[src/rtl/counter_run_ctrl_if.sv]
// Command interface between a host/sequencer and the counter run controller.
//   cmd_valid : host has a command this cycle
//   cmd_ready : controller can accept a command this cycle
//   cmd_op    : 0 NOP, 1 LOAD, 2 SET_LIMIT, 3 START, 4 STOP, 5 STEP, 6 CLEAR, 7 reserved
//   cmd_data  : operand for LOAD / SET_LIMIT
interface counter_run_ctrl_if #(
    parameter int unsigned WIDTH = 32
);
    logic             cmd_valid;
    logic             cmd_ready;
    logic [2:0]       cmd_op;
    logic [WIDTH-1:0] cmd_data;

    modport master (
        output cmd_valid,
        output cmd_op,
        output cmd_data,
        input  cmd_ready
    );

    modport slave (
        input  cmd_valid,
        input  cmd_op,
        input  cmd_data,
        output cmd_ready
    );
endinterface

[src/rtl/counter_run_ctrl.sv]
// Run controller for a commanded program counter: load, limit, start, pause,
// single-step and clear through one valid/ready command port.
//   clkin    : clock, all logic on posedge
//   rst      : synchronous active-high reset
//   cmd      : command interface (slave side)
//   pc       : current counter value
//   state    : 0 IDLE, 1 RUN, 2 PAUSE, 3 DONE
//   done     : one-cycle pulse on limit hit
//   wrap_cnt : saturating count of auto-reloads
//   err      : one-cycle pulse on rejected/illegal command
module counter_run_ctrl #(
    parameter int unsigned      WIDTH       = 32,
    parameter logic [WIDTH-1:0] LIMIT_RST   = {WIDTH{1'b1}},
    parameter bit               AUTO_RELOAD = 1'b0
) (
    input  logic               clkin,
    input  logic               rst,
    counter_run_ctrl_if.slave  cmd,
    output logic [WIDTH-1:0]   pc,
    output logic [1:0]         state,
    output logic               done,
    output logic [7:0]         wrap_cnt,
    output logic               err
);
    localparam int unsigned WRAP_W = 8;

    typedef enum logic [1:0] {
        ST_IDLE  = 2'd0,
        ST_RUN   = 2'd1,
        ST_PAUSE = 2'd2,
        ST_DONE  = 2'd3
    } state_t;

    typedef enum logic [2:0] {
        OP_NOP       = 3'd0,
        OP_LOAD      = 3'd1,
        OP_SET_LIMIT = 3'd2,
        OP_START     = 3'd3,
        OP_STOP      = 3'd4,
        OP_STEP      = 3'd5,
        OP_CLEAR     = 3'd6,
        OP_RSVD      = 3'd7
    } op_t;

    state_t              state_q, state_d;
    logic [WIDTH-1:0]    pc_q, pc_d;
    logic [WIDTH-1:0]    limit_q, limit_d;
    logic [WIDTH-1:0]    reload_q, reload_d;
    logic [WRAP_W-1:0]   wrap_q, wrap_d;
    logic                done_q, done_d;
    logic                err_q, err_d;
    logic                ready_q, ready_d;
    logic                accept;
    logic                at_limit;
    logic                idle_or_pause;
    logic                run_tick;
    op_t                 op;

    assign op            = op_t'(cmd.cmd_op);
    assign accept        = cmd.cmd_valid & ready_q;
    assign at_limit      = (pc_q == limit_q);
    assign idle_or_pause = (state_q == ST_IDLE) || (state_q == ST_PAUSE);

    // State and datapath registers
    always_ff @(posedge clkin) begin
        if (rst) begin
            state_q  <= ST_IDLE;
            pc_q     <= '0;
            limit_q  <= LIMIT_RST;
            reload_q <= '0;
            wrap_q   <= '0;
            done_q   <= 1'b0;
            err_q    <= 1'b0;
            ready_q  <= 1'b1;
        end else begin
            state_q  <= state_d;
            pc_q     <= pc_d;
            limit_q  <= limit_d;
            reload_q <= reload_d;
            wrap_q   <= wrap_d;
            done_q   <= done_d;
            err_q    <= err_d;
            ready_q  <= ready_d;
        end
    end

    // Command decode, run-cycle action and next-state
    always_comb begin
        state_d  = state_q;
        pc_d     = pc_q;
        limit_d  = limit_q;
        reload_d = reload_q;
        wrap_d   = wrap_q;
        done_d   = 1'b0;
        err_d    = 1'b0;
        ready_d  = 1'b1;
        run_tick = (state_q == ST_RUN);

        if (accept) begin
            // Any accepted STEP costs one busy cycle on the command port
            if (op == OP_STEP) begin
                ready_d = 1'b0;
            end
            case (op)
                OP_NOP: begin
                end
                OP_LOAD: begin
                    if (state_q == ST_RUN) begin
                        err_d = 1'b1;
                    end else begin
                        pc_d     = cmd.cmd_data;
                        reload_d = cmd.cmd_data;
                        if (state_q == ST_DONE) begin
                            state_d = ST_IDLE;
                        end
                    end
                end
                OP_SET_LIMIT: begin
                    if (state_q == ST_RUN) begin
                        err_d = 1'b1;
                    end else begin
                        limit_d = cmd.cmd_data;
                    end
                end
                OP_START: begin
                    if (idle_or_pause) begin
                        state_d = ST_RUN;
                    end else begin
                        err_d = 1'b1;
                    end
                end
                OP_STOP: begin
                    // STOP beats the run action, including a limit hit
                    if (state_q == ST_RUN) begin
                        state_d  = ST_PAUSE;
                        run_tick = 1'b0;
                    end
                end
                OP_STEP: begin
                    if (idle_or_pause) begin
                        if (at_limit) begin
                            done_d = 1'b1;
                        end else begin
                            pc_d = pc_q + WIDTH'(1);
                        end
                    end else begin
                        err_d = 1'b1;
                    end
                end
                OP_CLEAR: begin
                    state_d  = ST_IDLE;
                    pc_d     = reload_q;
                    wrap_d   = '0;
                    run_tick = 1'b0;
                end
                OP_RSVD: begin
                    err_d = 1'b1;
                end
            endcase
        end

        if (run_tick) begin
            if (at_limit) begin
                done_d = 1'b1;
                if (AUTO_RELOAD) begin
                    pc_d   = reload_q;
                    wrap_d = (wrap_q == {WRAP_W{1'b1}}) ? wrap_q : wrap_q + WRAP_W'(1);
                end else begin
                    state_d = ST_DONE;
                end
            end else begin
                pc_d = pc_q + WIDTH'(1);
            end
        end
    end

    assign cmd.cmd_ready = ready_q;
    assign pc            = pc_q;
    assign state         = state_q;
    assign done          = done_q;
    assign wrap_cnt      = wrap_q;
    assign err           = err_q;
endmodule

[src/flat_wrapper.sv]
// flat-port wrapper written by rule: the top's interface ports become plain ports
module counter_run_ctrl_flat 
#(
    parameter int unsigned      WIDTH       = 32,
    parameter logic [WIDTH-1:0] LIMIT_RST   = {WIDTH{1'b1}},
    parameter bit               AUTO_RELOAD = 1'b0
)
  (clkin, rst, pc, state, done, wrap_cnt, err, cmd_cmd_valid, cmd_cmd_op, cmd_cmd_data, cmd_cmd_ready);
  counter_run_ctrl_if #(.WIDTH(WIDTH)) cmd_i ();
  input  logic clkin;
  input  logic rst;
  output logic [WIDTH-1:0] pc;
  output logic [1:0] state;
  output logic done;
  output logic [7:0] wrap_cnt;
  output logic err;
  input wire logic [$bits(cmd_i.cmd_valid)-1:0] cmd_cmd_valid;
  input wire logic [$bits(cmd_i.cmd_op)-1:0] cmd_cmd_op;
  input wire logic [$bits(cmd_i.cmd_data)-1:0] cmd_cmd_data;
  output wire logic [$bits(cmd_i.cmd_ready)-1:0] cmd_cmd_ready;
  assign cmd_i.cmd_valid = cmd_cmd_valid;
  assign cmd_i.cmd_op = cmd_cmd_op;
  assign cmd_i.cmd_data = cmd_cmd_data;
  assign cmd_cmd_ready = cmd_i.cmd_ready;
  counter_run_ctrl #(.WIDTH(WIDTH), .LIMIT_RST(LIMIT_RST), .AUTO_RELOAD(AUTO_RELOAD)) u_core (.clkin(clkin), .rst(rst), .cmd(cmd_i), .pc(pc), .state(state), .done(done), .wrap_cnt(wrap_cnt), .err(err));
endmodule
[config.mk]
export PLATFORM = sky130hd
export DESIGN_NAME = counter_run_ctrl_flat
export DESIGN_NICKNAME = d
export VERILOG_FILES = /design/src/rtl/counter_run_ctrl_if.sv /design/src/rtl/counter_run_ctrl.sv /design/src/flat_wrapper.sv
export SDC_FILE = /design/constraint.sdc
export NUM_CORES = 1
export LEC_CHECK = 0
export ABC_CLOCK_PERIOD_IN_PS = 2000
export CAP_MARGIN = 20
export CORE_AREA = 2 2 111 113
export CTS_BUF_LIST = sky130_fd_sc_hd__clkbuf_4 sky130_fd_sc_hd__clkbuf_8
export DETAILED_ROUTE_END_ITERATION = 8
export DIE_AREA = 0 0 113 115
export PLACE_DENSITY = 0.83
export SLEW_MARGIN = 5
export SYNTH_ARGS = -nofsm -noshare
export SYNTH_HDL_FRONTEND = slang
export SYNTH_SLANG_ARGS = --single-unit
[constraint.sdc]
create_clock -name clkin -period 2 [get_ports clkin]
set_input_delay 0.3 -clock clkin [delete_from_list [all_inputs] [get_ports clkin]]
set_output_delay 0.3 -clock clkin [all_outputs]
set_load 0.1 [all_outputs]
After elaboration in Yosys (flattened, before gate mapping)
Cells that the tools add are included.

word-level totals
  bits in registers = 101
  bits in latches = 0
  memory bits (writable) = 0
  memory bits (read-only) = 0
  bits of input ports = 38
  output and inout port bits = 45
  logic and storage cells = 57
  memories kept = 0

cells by class
  $add $sub $neg = 1
  $mul = 0
  divide/modulo/power cells = 0
  order comparisons = 0
  equality and inequality tests = 11
  shift operators = 0
  multiplexer cells = 27
  bitwise gates (word level) = 3
  reductions and logical operators = 8

operator list
  cell                     count
  $mux W32                 6
  $pmux W32 S3             1
  $add A32 B1 Y32 const B  1
  $eq A32 B32 Y1           1
  $mux W2                  7
  $eq A3 B3 Y1 const B     4
  $mux W1                  11
  $pmux W2 S4              1
  $reduce_or A2 Y1         4
  $eq A3 B2 Y1 const B     2
  $reduce_and A3 Y1        2
  $eq A2 B2 Y1 const B     2
  $eq A3 B1 Y1 const B     1
  $pmux W1 S3              1
  $eq A2 B1 Y1 const B     1
  $logic_not A2 Y1         1
  $not A1 Y1               2
  $and A1 B1 Y1            1
  $logic_or A1 B1 Y1       1

Depth between registers and ports, before layout
Gate-level depths: netlist of run 1.

  depth after elaboration = 7
  gate-level depth with buffers = 10
  gate-level depth less buffers = 8

Worst setup path after synthesis of run 1
OpenSTA, ideal clock, no wires.

  path type = register to register
  start point = reg u_core.pc_q[15], in the netlist u_core.pc[15]
  end point = reg u_core.pc_q[23], in the netlist u_core.pc[23]
  library setup time = 120 ps
  arrival = 2796 ps
  required time = 1880 ps
  setup slack = -916 ps
  stages on the path, launching flop included = 9
  buffers on the path = 1
  clock period less this slack = 2916 ps
  cells stage by stage = dfxtp_1 buf_2 xnor2_1 nand4_1 nor4_4 a21oi_2 o211ai_4 nor4_1 a211o_1

on the way
  longest elaborated chain between the ends = 7
  elaborated cells between the ends (all ways) = 8
  classes of those cells = add/sub: 1; eq/ne: 1; mux: 6

ends and longest elaborated chain
  element                                            RTL line                                                                  source
  from (decl)                                        counter_run_ctrl.sv:46                                                    logic [WIDTH-1:0] pc_q, pc_d;
  from (signal assigned)                             counter_run_ctrl.sv:77                                                    pc_q <= pc_d;
  $add A32 B1 Y32 or $eq A32 B32 Y1 (tied branches)  counter_run_ctrl.sv:144, counter_run_ctrl.sv:172, counter_run_ctrl.sv:61
  $mux W32                                           counter_run_ctrl.sv:141                                                   if (at_limit) begin
  $mux W32                                           counter_run_ctrl.sv:140                                                   if (idle_or_pause) begin
  $pmux W32 S3                                       counter_run_ctrl.sv:104                                                   case (op)
  $mux W32                                           counter_run_ctrl.sv:99                                                    if (accept) begin
  $mux W32                                           counter_run_ctrl.sv:163                                                   if (at_limit) begin
  $mux W32 (*)                                       counter_run_ctrl.sv:162                                                   if (run_tick) begin

Every way passes the cells marked *; elsewhere a longest branch is shown, timed or not.
A chain may end at the register's enable or synchronous reset.

Final worst setup path of run 1
  start point = reg u_core.pc_q[13], in the netlist u_core.pc[13]
  end point = reg u_core.pc_q[22], in the netlist u_core.pc[22]

Same word-level chain as after synthesis.

==> results of run 1 <==
-- layout make-up --
cell class                      count  area, µm²
Multi-Input combinational cell    560       4300
Fill cell                         836       2830
Sequential cell                   101       2150
Timing Repair Buffer              243       2120
Tap cell                          147        184
Clock buffer                       10        131
Clock inverter                      6       67.6
Inverter                            7       26.3
-- worst max path at each step --
stage | end | slack [ns] | cells past startpoint
final | u_core.pc[22] | -0.25 | 10
after global routing | u_core.pc[3] | -0.33 | 9
after global placement | u_core.pc[29] | -0.42 | 9
after floorplan | u_core.pc[29] | -0.35 | 8
after detailed placement | u_core.pc[29] | -0.47 | 9
after CTS | u_core.pc[17] | -0.22 | 12
-- cell usage in the layout, fill, tap and decap left out, drive strengths merged, types with 8 or more instances in the layout --
cell,n
buf,205
dfxtp,101
nand2,98
a21oi,59
nor2,46
xnor2,40
a22o,37
mux2i,37
clkdlybuf4s50,37
o21ai,35
nand3,25
nand4,22
nor3,20
clkbuf,11
inv,11
nor4,10
a22oi,9
a31oi,9
a211o,8
conb,8
o22ai,8
-- layer usage --
layer / vias up / track usage [%] / wire length (µm)
met5: - / 0 / 0
met1: 3319 / 54.8 / 10400
met2: 495 / 56.5 / 11000
met3: 66 / 12.4 / 3390
met4: 0 / 12.8 / 837
li1: 3061 / - / -
-- report_power, final --
part,total [µW],switching (µW),internal (µW)
clock network,1400,798,607
registers,2130,78.4,2060
logic,1430,912,514
total,4970,1790,3180
-- sequential cells by signal, summed over array words and instances (netlist names) --
name	cells
u_core.limit_q	32
u_core.err	1
u_core.state	2
u_core.pc	32
u_core.reload_q	32
u_core.cmd.cmd_ready	1
u_core.done	1
-- per-stage QoR --
step | hold WS [ns] | total power (µW)
floorplan | 0.428 | 2960
global placement | 0.453 | 3410
detailed placement | 0.453 | 3430
CTS | 0.484 | 4890
global route | 0.496 | 5120
finish | 0.489 | 4970
-- timing repair --
action | CTS | global route
pin swaps | 53 | 46
buffers inserted | 11 | 5
gates cloned | 0 | 1
endpoints found under the setup margin | 34 | 74
gates resized for setup | 85 | 53
-- cells by family after synthesis --
kind of cell,share of synthesized area [%]
xor gates and xnor gates,6.94
other,0.0623
AOI/OAI and AO/OA,26.1
buffers and inverters,6.82
DFF,33.6
adders and majority gates,0.208
and+or+nand+nor,20.0
muxes,6.34
==> metrics.txt, run 1 <==
max_cap viols=0; ratio of cells with drive above 1 in the final layout=roughly two fifths; end of the worst register-to-register path=u_core.pc[22]; f_max=0.444 GHz; synthesized area per cell=8.16 µm²; Leakage Power=0.00350 µW; Post-Synthesis Cell Area=6020 µm²; failing checks=design-rule violations, negative setup slack; NumNets Final=roughly 960; #FFs+latches synth=between 100 and 150; synth top area cells=dfxtp_1 (34%), mux2i_1 (6.2%), nand2_1 (6.0%); CTS root buffer=clkbuf_8; Worst Slack Setup Final=-0.253 ns; CP Capture Type=flop; clk slew on worst S/H paths=0.11 ns; post-synthesis sequential area ratio=approximately a third; area delta synth->final=49.2%; Detail Route Antenna Nets=0; final core utilization=about three quarters; DR iter-0 viols=between 800 and 900; floorplan core area=between 10000 and 15000 µm²; worst skew pair latency=0.39 ns; Ports=83; RSZ-0062 raised after global routing=true; pre-CTS setup slack=-0.470 ns; Critical Path Max Stage Delay=0.38 ns; most used cell, CP=buf_6; TritonCTS clock tree=done; Cells after DPL=roughly 1000; final setup TNS=-5.50 ns; largest net degree at the start of global routing=31; family with the most delay on the worst path=compound AO/OA/AOI/OAI gates; initial antenna violation count=0; Hold Vio Cnt, Final=0; hold path cells=1; Worst setup SP type=flop; Routed WL=approximately 26000 µm; dpl cell area=approximately 8000 µm²; path type of the worst setup path=flop to flop; HPWL after DPL=around 19000 µm; placer's final routability congestion estimate=roughly 1; die width=between 100 and 150 µm; buffers and inverters on the worst path=3; Hold Path Origin=u_core.reload_q[20]; Yosys top cell by area=dfxtp_1; Starting Density=about half; Yosys cell types=73; cell count after synthesis=roughly 740; DR vias=between 6000 and 7000; WL/cell=23.8 µm; WP data required=2.32 ns; critical path startpoint=u_core.pc[13]; Cell Pwr Density=~550 nW/µm²; period utilisation layout=113%; count of flip-flops with a built-in enable after synthesis=0; vias in the first global route=~6500; endpoints failing setup=33; Synth warnings=0; Worst Hold End=u_core.reload_q[20]; Async S/R FF share, synth=0%; top-count cell post-synth=dfxtp_1; worst r2r src=u_core.pc[13]; Worst Path Arrival=around 2.6 ns; most frequent cells after synthesis=dfxtp_1 (101), nand2_1 (97), a21oi_1 (57); min cycle time layout=roughly 2.3 ns; ANT cells=0; I/O Buffers=74; status=finished, violations left; Die H=between 100 and 150 µm; DRC=3; Rel. slew slack=roughly two thirds; Slew @ Worst Pin=just over 0.5 ns; max-slew violations=0; CP max FO=5; Synth Flop Type=dfxtp_1; global-route wire length before repair=38400 µm; Die Footprint=roughly 13000 µm²; grt total ovfl=0; Row Count=40; r2r setup slk=-0.25 ns; first-pass iteration count of the detailed router=7; worst path cell trace=xnor2_2 -> nand4_1 -> nor4_4 -> buf_6 -> buf_6 -> a21oi_4 -> o21ai_4 -> buf_4 -> a22o_1 -> a32o_2; vias per inst=6.46; number of H-tree levels=3; hold buffer count at cts=0; slowest library cell on the worst path=dfxtp_4; Clock Path Buffers=2; final clock skew=around 0.014 ns; worst reg-to-reg path cell count=10; post-route cell area=approximately 9000 µm²; maximum vdd drop=714 µV; top-area cell type share of the netlist area=roughly a third; final cell count without fillers=1074; Num Clock Sinks=a little over 100; TritonCTS buffer count=9; Worst Hold Class=flop to flop; Tot GR Track Use=38.9%
Note: power is estimated with default switching activity, not from simulation.
==> inputs of run 2 (changes only) <==
--- a/config.mk
+++ b/config.mk
@@ -11,7 +11,7 @@
 export CTS_BUF_LIST = sky130_fd_sc_hd__clkbuf_4 sky130_fd_sc_hd__clkbuf_8
 export DETAILED_ROUTE_END_ITERATION = 8
 export DIE_AREA = 0 0 113 115
-export PLACE_DENSITY = 0.83
+export PLACE_DENSITY = 0.85
 export SLEW_MARGIN = 5
 export SYNTH_ARGS = -nofsm -noshare
 export SYNTH_HDL_FRONTEND = slang
==> metrics.txt, run 2 (synthesized netlist as in run 1, its figures left out) <==
status=finished, violations left; failing checks=design-rule violations, negative setup slack; area delta synth->final=50.0%; Die Footprint=between 10000 and 15000 µm²; worst skew pair latency=approximately 0.40 ns; vias in the first global route=6481; die width=~110 µm; Int Power=between 3000 and 4000 µW; Sw Share=a little under two fifths; WL/cell=~24 µm; Worst setup SP type=flop; Ports=83; Leakage Power=0.00352 µW; commonest non-fill, non-tap cells in the layout=buf_4 (185), nand2_1 (93), dfxtp_1 (63); DRC=6; Critical Path Max Stage Delay=a little under 0.4 ns; buffers and inverters on the worst path=3; NumNets Final=976; min cycle time layout=about 2.4 ns; Starting Density=51.0%; clock power share=a little over a quarter; Die H=~120 µm; hold buffer count at cts=0; CP max FO=5; CP Capture Type=flop; hold path cells=1; worst path cell trace=xnor2_4 -> nand4_1 -> nor4_4 -> buf_6 -> buf_8 -> a21o_1 -> nand2_1 -> a21oi_2 -> buf_4 -> a211o_1; Num Clock Sinks=101; maximum vdd drop=~650 µV; met3 usage=9.80%; path type of the worst setup path=flop to flop; Detail Route Antenna Nets=0; worst reg-to-reg path cell count=10; TritonCTS clock tree=done; WP depth=10; final cell count without fillers=between 1000 and 1500; Tot GR Track Use=38.3%; first-pass iteration count of the detailed router=9; WP data required=about 2.3 ns; final core utilization=76.5%; number of H-tree levels=3; max-slew violations=0; Filler Cell Count=between 700 and 800; family with the most delay on the worst path=simple AND/OR/NAND/NOR gates; largest net degree at the start of global routing=33; Switching Power=around 1800 µW; slowest library cell on the worst path=dfxtp_4; Worst Path Arrival=2.69 ns; floorplan core area=11800 µm²; ratio of cells with drive above 1 in the final layout=around two fifths; Worst Slack Setup Final=-0.350 ns; pre-CTS setup slack=-0.482 ns; DR vias=around 7200; TritonCTS buffer count=9; Final Power=~4900 µW; final clock skew=roughly 0.011 ns; power share of the sequential group=between 40% and 50%; Worst Hold Class=flop to flop; Cells after DPL=between 1000 and 1500; global-route wire length before repair=approximately 38000 µm; RSZ-0062 raised after global routing=true; I/O Buffers=74; Routed WL=between 20000 and 30000 µm; endpoints failing setup=34; Min Hold Slack=between 0.4 and 0.5 ns; commonest non-fill, non-tap cell in the layout=buf_4; HPWL after DPL=between 15000 and 20000 µm; GRT met1 Usage=a little over half; gr busiest metal=met2; ANT cells=0; Clock Path Buffers=2; clk slew on worst S/H paths=around 0.11 ns; DR iter-0 viols=~1100; vias per inst=6.63; Hold Vio Cnt, Final=0; Logic pwr share=29.1%; initial antenna violation count=0; CTS root buffer=clkbuf_8; max_cap viols=0; placer's final routability congestion estimate=1.04; grt total ovfl=0; f_max=between 0.4 and 0.5 GHz; period utilisation layout=118%; met2 Use GR=~56%; Cell Pwr Density=approximately 540 nW/µm²; Row Count=40
[run 2: cell types whose count changed in the layout (fill, tap and decap cells not counted), moves of 3 or more]
cell     delta
nor3_1      +3
xnor2_2     -7
nor2_4      -3
o21ai_1     -3
buf_4      +13
xnor2_1     +6
[run 2: cell type report]
cell class	instances	area [µm²]	area share [%]
timing repair buffer	258	2280	25.2
inverter	7	26.3	0.291
clock inverter	6	50.0	0.554
clock buffer	10	138	1.52
sequential	101	2150	23.8
multi-input combinational	560	4210	46.6
tap	147	184	2.04
[run 2: repair_timing]
| item | in CTS | in global routing |
|---|---|---|
| pin swaps | 27 | 55 |
| buffers inserted | 11 | 10 |
| gates resized for setup | 61 | 65 |
| gates cloned | 1 | 2 |
| endpoints found under the setup margin | 34 | 54 |
[run 2: layer usage]
metal,part of all wire [%],vias to the layer above
met2,44,594
li1,-,3085
met1,39,3446
met4,3.3,0
met5,0,-
met3,14,91
[run 2: worst paths after layout]
check                                        start  slack, ns                  to
worst max-delay path                 u_core.pc[13]      -0.35       u_core.pc[30]
worst min register to register  u_core.reload_q[4]       0.49  u_core.reload_q[4]
worst max register to register       u_core.pc[13]      -0.35       u_core.pc[30]
worst min-delay path            u_core.reload_q[4]       0.49  u_core.reload_q[4]
[run 2: through the flow]
step / setup TNS, ns / cell area (µm²)
6_report: -7.64 / 9030
5_1_grt: -8.95 / 9030
4_1_cts: -4.28 / 8630
3_5_place_dp: -25.62 / 8040
3_3_place_gp: -20.62 / 8040
2_1_floorplan: -8.08 / 6350
[run 2: power by group through the flow]
stage / clock network (µW) / registers [µW] / logic (µW)
floorplan: 0 / 2400 / 561
global placement: 0 / 2180 / 1240
detailed placement: 0 / 2180 / 1260
CTS: 1340 / 2130 / 1330
global route: 1420 / 2150 / 1470
finish: 1340 / 2140 / 1430
==> inputs of run 3 (changes only) <==
--- a/config.mk
+++ b/config.mk
@@ -7,11 +7,12 @@
 export LEC_CHECK = 0
 export ABC_CLOCK_PERIOD_IN_PS = 2000
 export CAP_MARGIN = 20
-export CORE_AREA = 2 2 111 113
+export CORE_AREA = 2 2 126 128
 export CTS_BUF_LIST = sky130_fd_sc_hd__clkbuf_4 sky130_fd_sc_hd__clkbuf_8
 export DETAILED_ROUTE_END_ITERATION = 8
-export DIE_AREA = 0 0 113 115
-export PLACE_DENSITY = 0.85
+export DIE_AREA = 0 0 128 130
+export PLACE_DENSITY = 0.7
+export REMOVE_ABC_BUFFERS = 1
 export SLEW_MARGIN = 5
 export SYNTH_ARGS = -nofsm -noshare
 export SYNTH_HDL_FRONTEND = slang
==> metrics.txt, run 3 (synthesized netlist as in run 1, its figures left out) <==
DR vias=~6900; Worst Slack Setup Final=-0.304 ns; min cycle time layout=~2.3 ns; maximum vdd drop=around 400 µV; max-slew violations=0; vias in the first global route=~6300; ANT cells=0; CP max FO=7; TritonCTS buffer count=9; WP data required=approximately 2.3 ns; Critical Path Max Stage Delay=approximately 0.36 ns; Filler Cell Count=approximately 1200; first-pass iteration count of the detailed router=5; Routed WL=around 24000 µm; Switching Power=~1800 µW; worst skew pair latency=0.41 ns; vias per inst=between 6 and 7; Row Count=46; Tot GR Track Use=between 20% and 30%; die width=roughly 130 µm; pre-CTS setup slack=-0.572 ns; endpoints failing setup=33; Worst Hold Class=flop to flop; clock power share=around a quarter; CTS root buffer=clkbuf_8; path type of the worst setup path=flop to flop; initial antenna violation count=0; final clock skew=about 0.018 ns; Ports=between 80 and 90; failing checks=negative setup slack; floorplan core area=around 15000 µm²; clk slew on worst S/H paths=0.10 ns; post-route cell area=9460 µm²; placer's final routability congestion estimate=a little under 1; Int Power=between 3000 and 4000 µW; Die Footprint=between 15000 and 20000 µm²; Logic pwr share=a little under a third; CP Capture Type=flop; Sw Share=a little over a third; Cell Pwr Density=522 nW/µm²; Cells after DPL=~1100; status=finished, violations left; WL/cell=around 21 µm; RSZ-0062 raised after global routing=true; f_max=~0.43 GHz; DRC=0; Clock Path Buffers=2; slowest library cell on the worst path=nor4_4; Detail Route Antenna Nets=0; commonest non-fill, non-tap cells in the layout=buf_4 (143), nand2_1 (90), dfxtp_1 (76); Leakage Power=between 0.003 and 0.004 µW; largest net degree at the start of global routing=32; Worst Path Arrival=between 2 and 3 ns; DR iter-0 viols=811; max_cap viols=0; final cell count without fillers=roughly 1100; TritonCTS clock tree=done; Starting Density=between 30 and 40%; global-route wire length before repair=34700 µm; final core utilization=between 60 and 70%; Worst setup SP type=flop; grt total ovfl=0; most used cell, CP=buf_6; commonest non-fill, non-tap cell in the layout=buf_4; ratio of cells with drive above 1 in the final layout=40.7%; Num Clock Sinks=101; r2r setup slk=-0.30 ns; I/O Buffers=between 70 and 80; HPWL after DPL=about 16000 µm; number of H-tree levels=3; Die H=roughly 130 µm; period utilisation layout=115%; NumNets Final=around 970; area delta synth->final=57.2%; dpl cell area=8130 µm²; power share of the sequential group=a little over two fifths; Final Power=roughly 4900 µW; Hold Vio Cnt, Final=0; worst path cell trace=xnor2_2 -> nand4_1 -> nor4_4 -> buf_6 -> a21oi_4 -> o211ai_4 -> buf_6 -> a21oi_2 -> a211o_1
run 3: cell types whose count changed in the layout (fill, tap and decap cells not counted), sizes merged:
cell / before / now
inv: 12 / 9
buf: 220 / 218
clkinv: 1 / 2
clkinvlp: 0 / 1
nand2: 98 / 99
run 3: power by group through the flow:
stage / clock, µW / sequential [µW] / combinational [µW]
global route: 1380 / 2140 / 1580
CTS: 1310 / 2120 / 1400
detailed placement: 0 / 2160 / 1340
floorplan: 0 / 2450 / 419
global placement: 0 / 2160 / 1330
finish: 1280 / 2130 / 1530
run 3: cell type report:
cell class | count | area, µm² | share of cell area [%]
clock buffers | 11 | 139 | 1.47
clock inverters | 5 | 45.0 | 0.476
inverters | 7 | 26.3 | 0.278
multi-input cells | 561 | 4360 | 46.1
flip-flops and latches | 101 | 2060 | 21.8
well taps | 192 | 240 | 2.54
repair buffers | 255 | 2590 | 27.4
run 3: layer usage:
metal  track usage [%]  wire [µm]
met1              35.7       9660
met2              43.6      11000
met3              4.35       1670
met4              11.3       1190
met5                 0          0
run 3: final timing paths:
check / from / endpoint / depth (start not counted)
hold reg to reg: u_core.reload_q[15] / u_core.reload_q[15] / 1
setup / recovery: u_core.pc[2] / u_core.pc[30] / 9
setup reg to reg: u_core.pc[2] / u_core.pc[30] / 9
hold / removal: u_core.reload_q[15] / u_core.reload_q[15] / 1
run 3: per-stage QoR:
stage | TNS, ns | hold slack, ns
6_report | -6.45 | 0.483
5_1_grt | -9.03 | 0.497
4_1_cts | -6.48 | 0.483
3_5_place_dp | -27.42 | 0.452
3_3_place_gp | -23.82 | 0.453
2_1_floorplan | -238.65 | 0.369
run 3: what timing repair did:
item,in CTS,in global routing
gates cloned,1,1
endpoints found under the setup margin,33,66
gates resized for setup,69,144
buffers inserted,16,17
pin swaps,33,75
hold buffers,0,0
run 3: worst max-delay path, delay by kind of cell, from the launching register on:
kind	cells	cell delay (ns)
buffers and inverters	2	0.34
xor gates and xnor gates	1	0.17
AOI/OAI and AO/OA	4	0.72
DFF	1	0.35
and+or+nand+nor	2	0.63
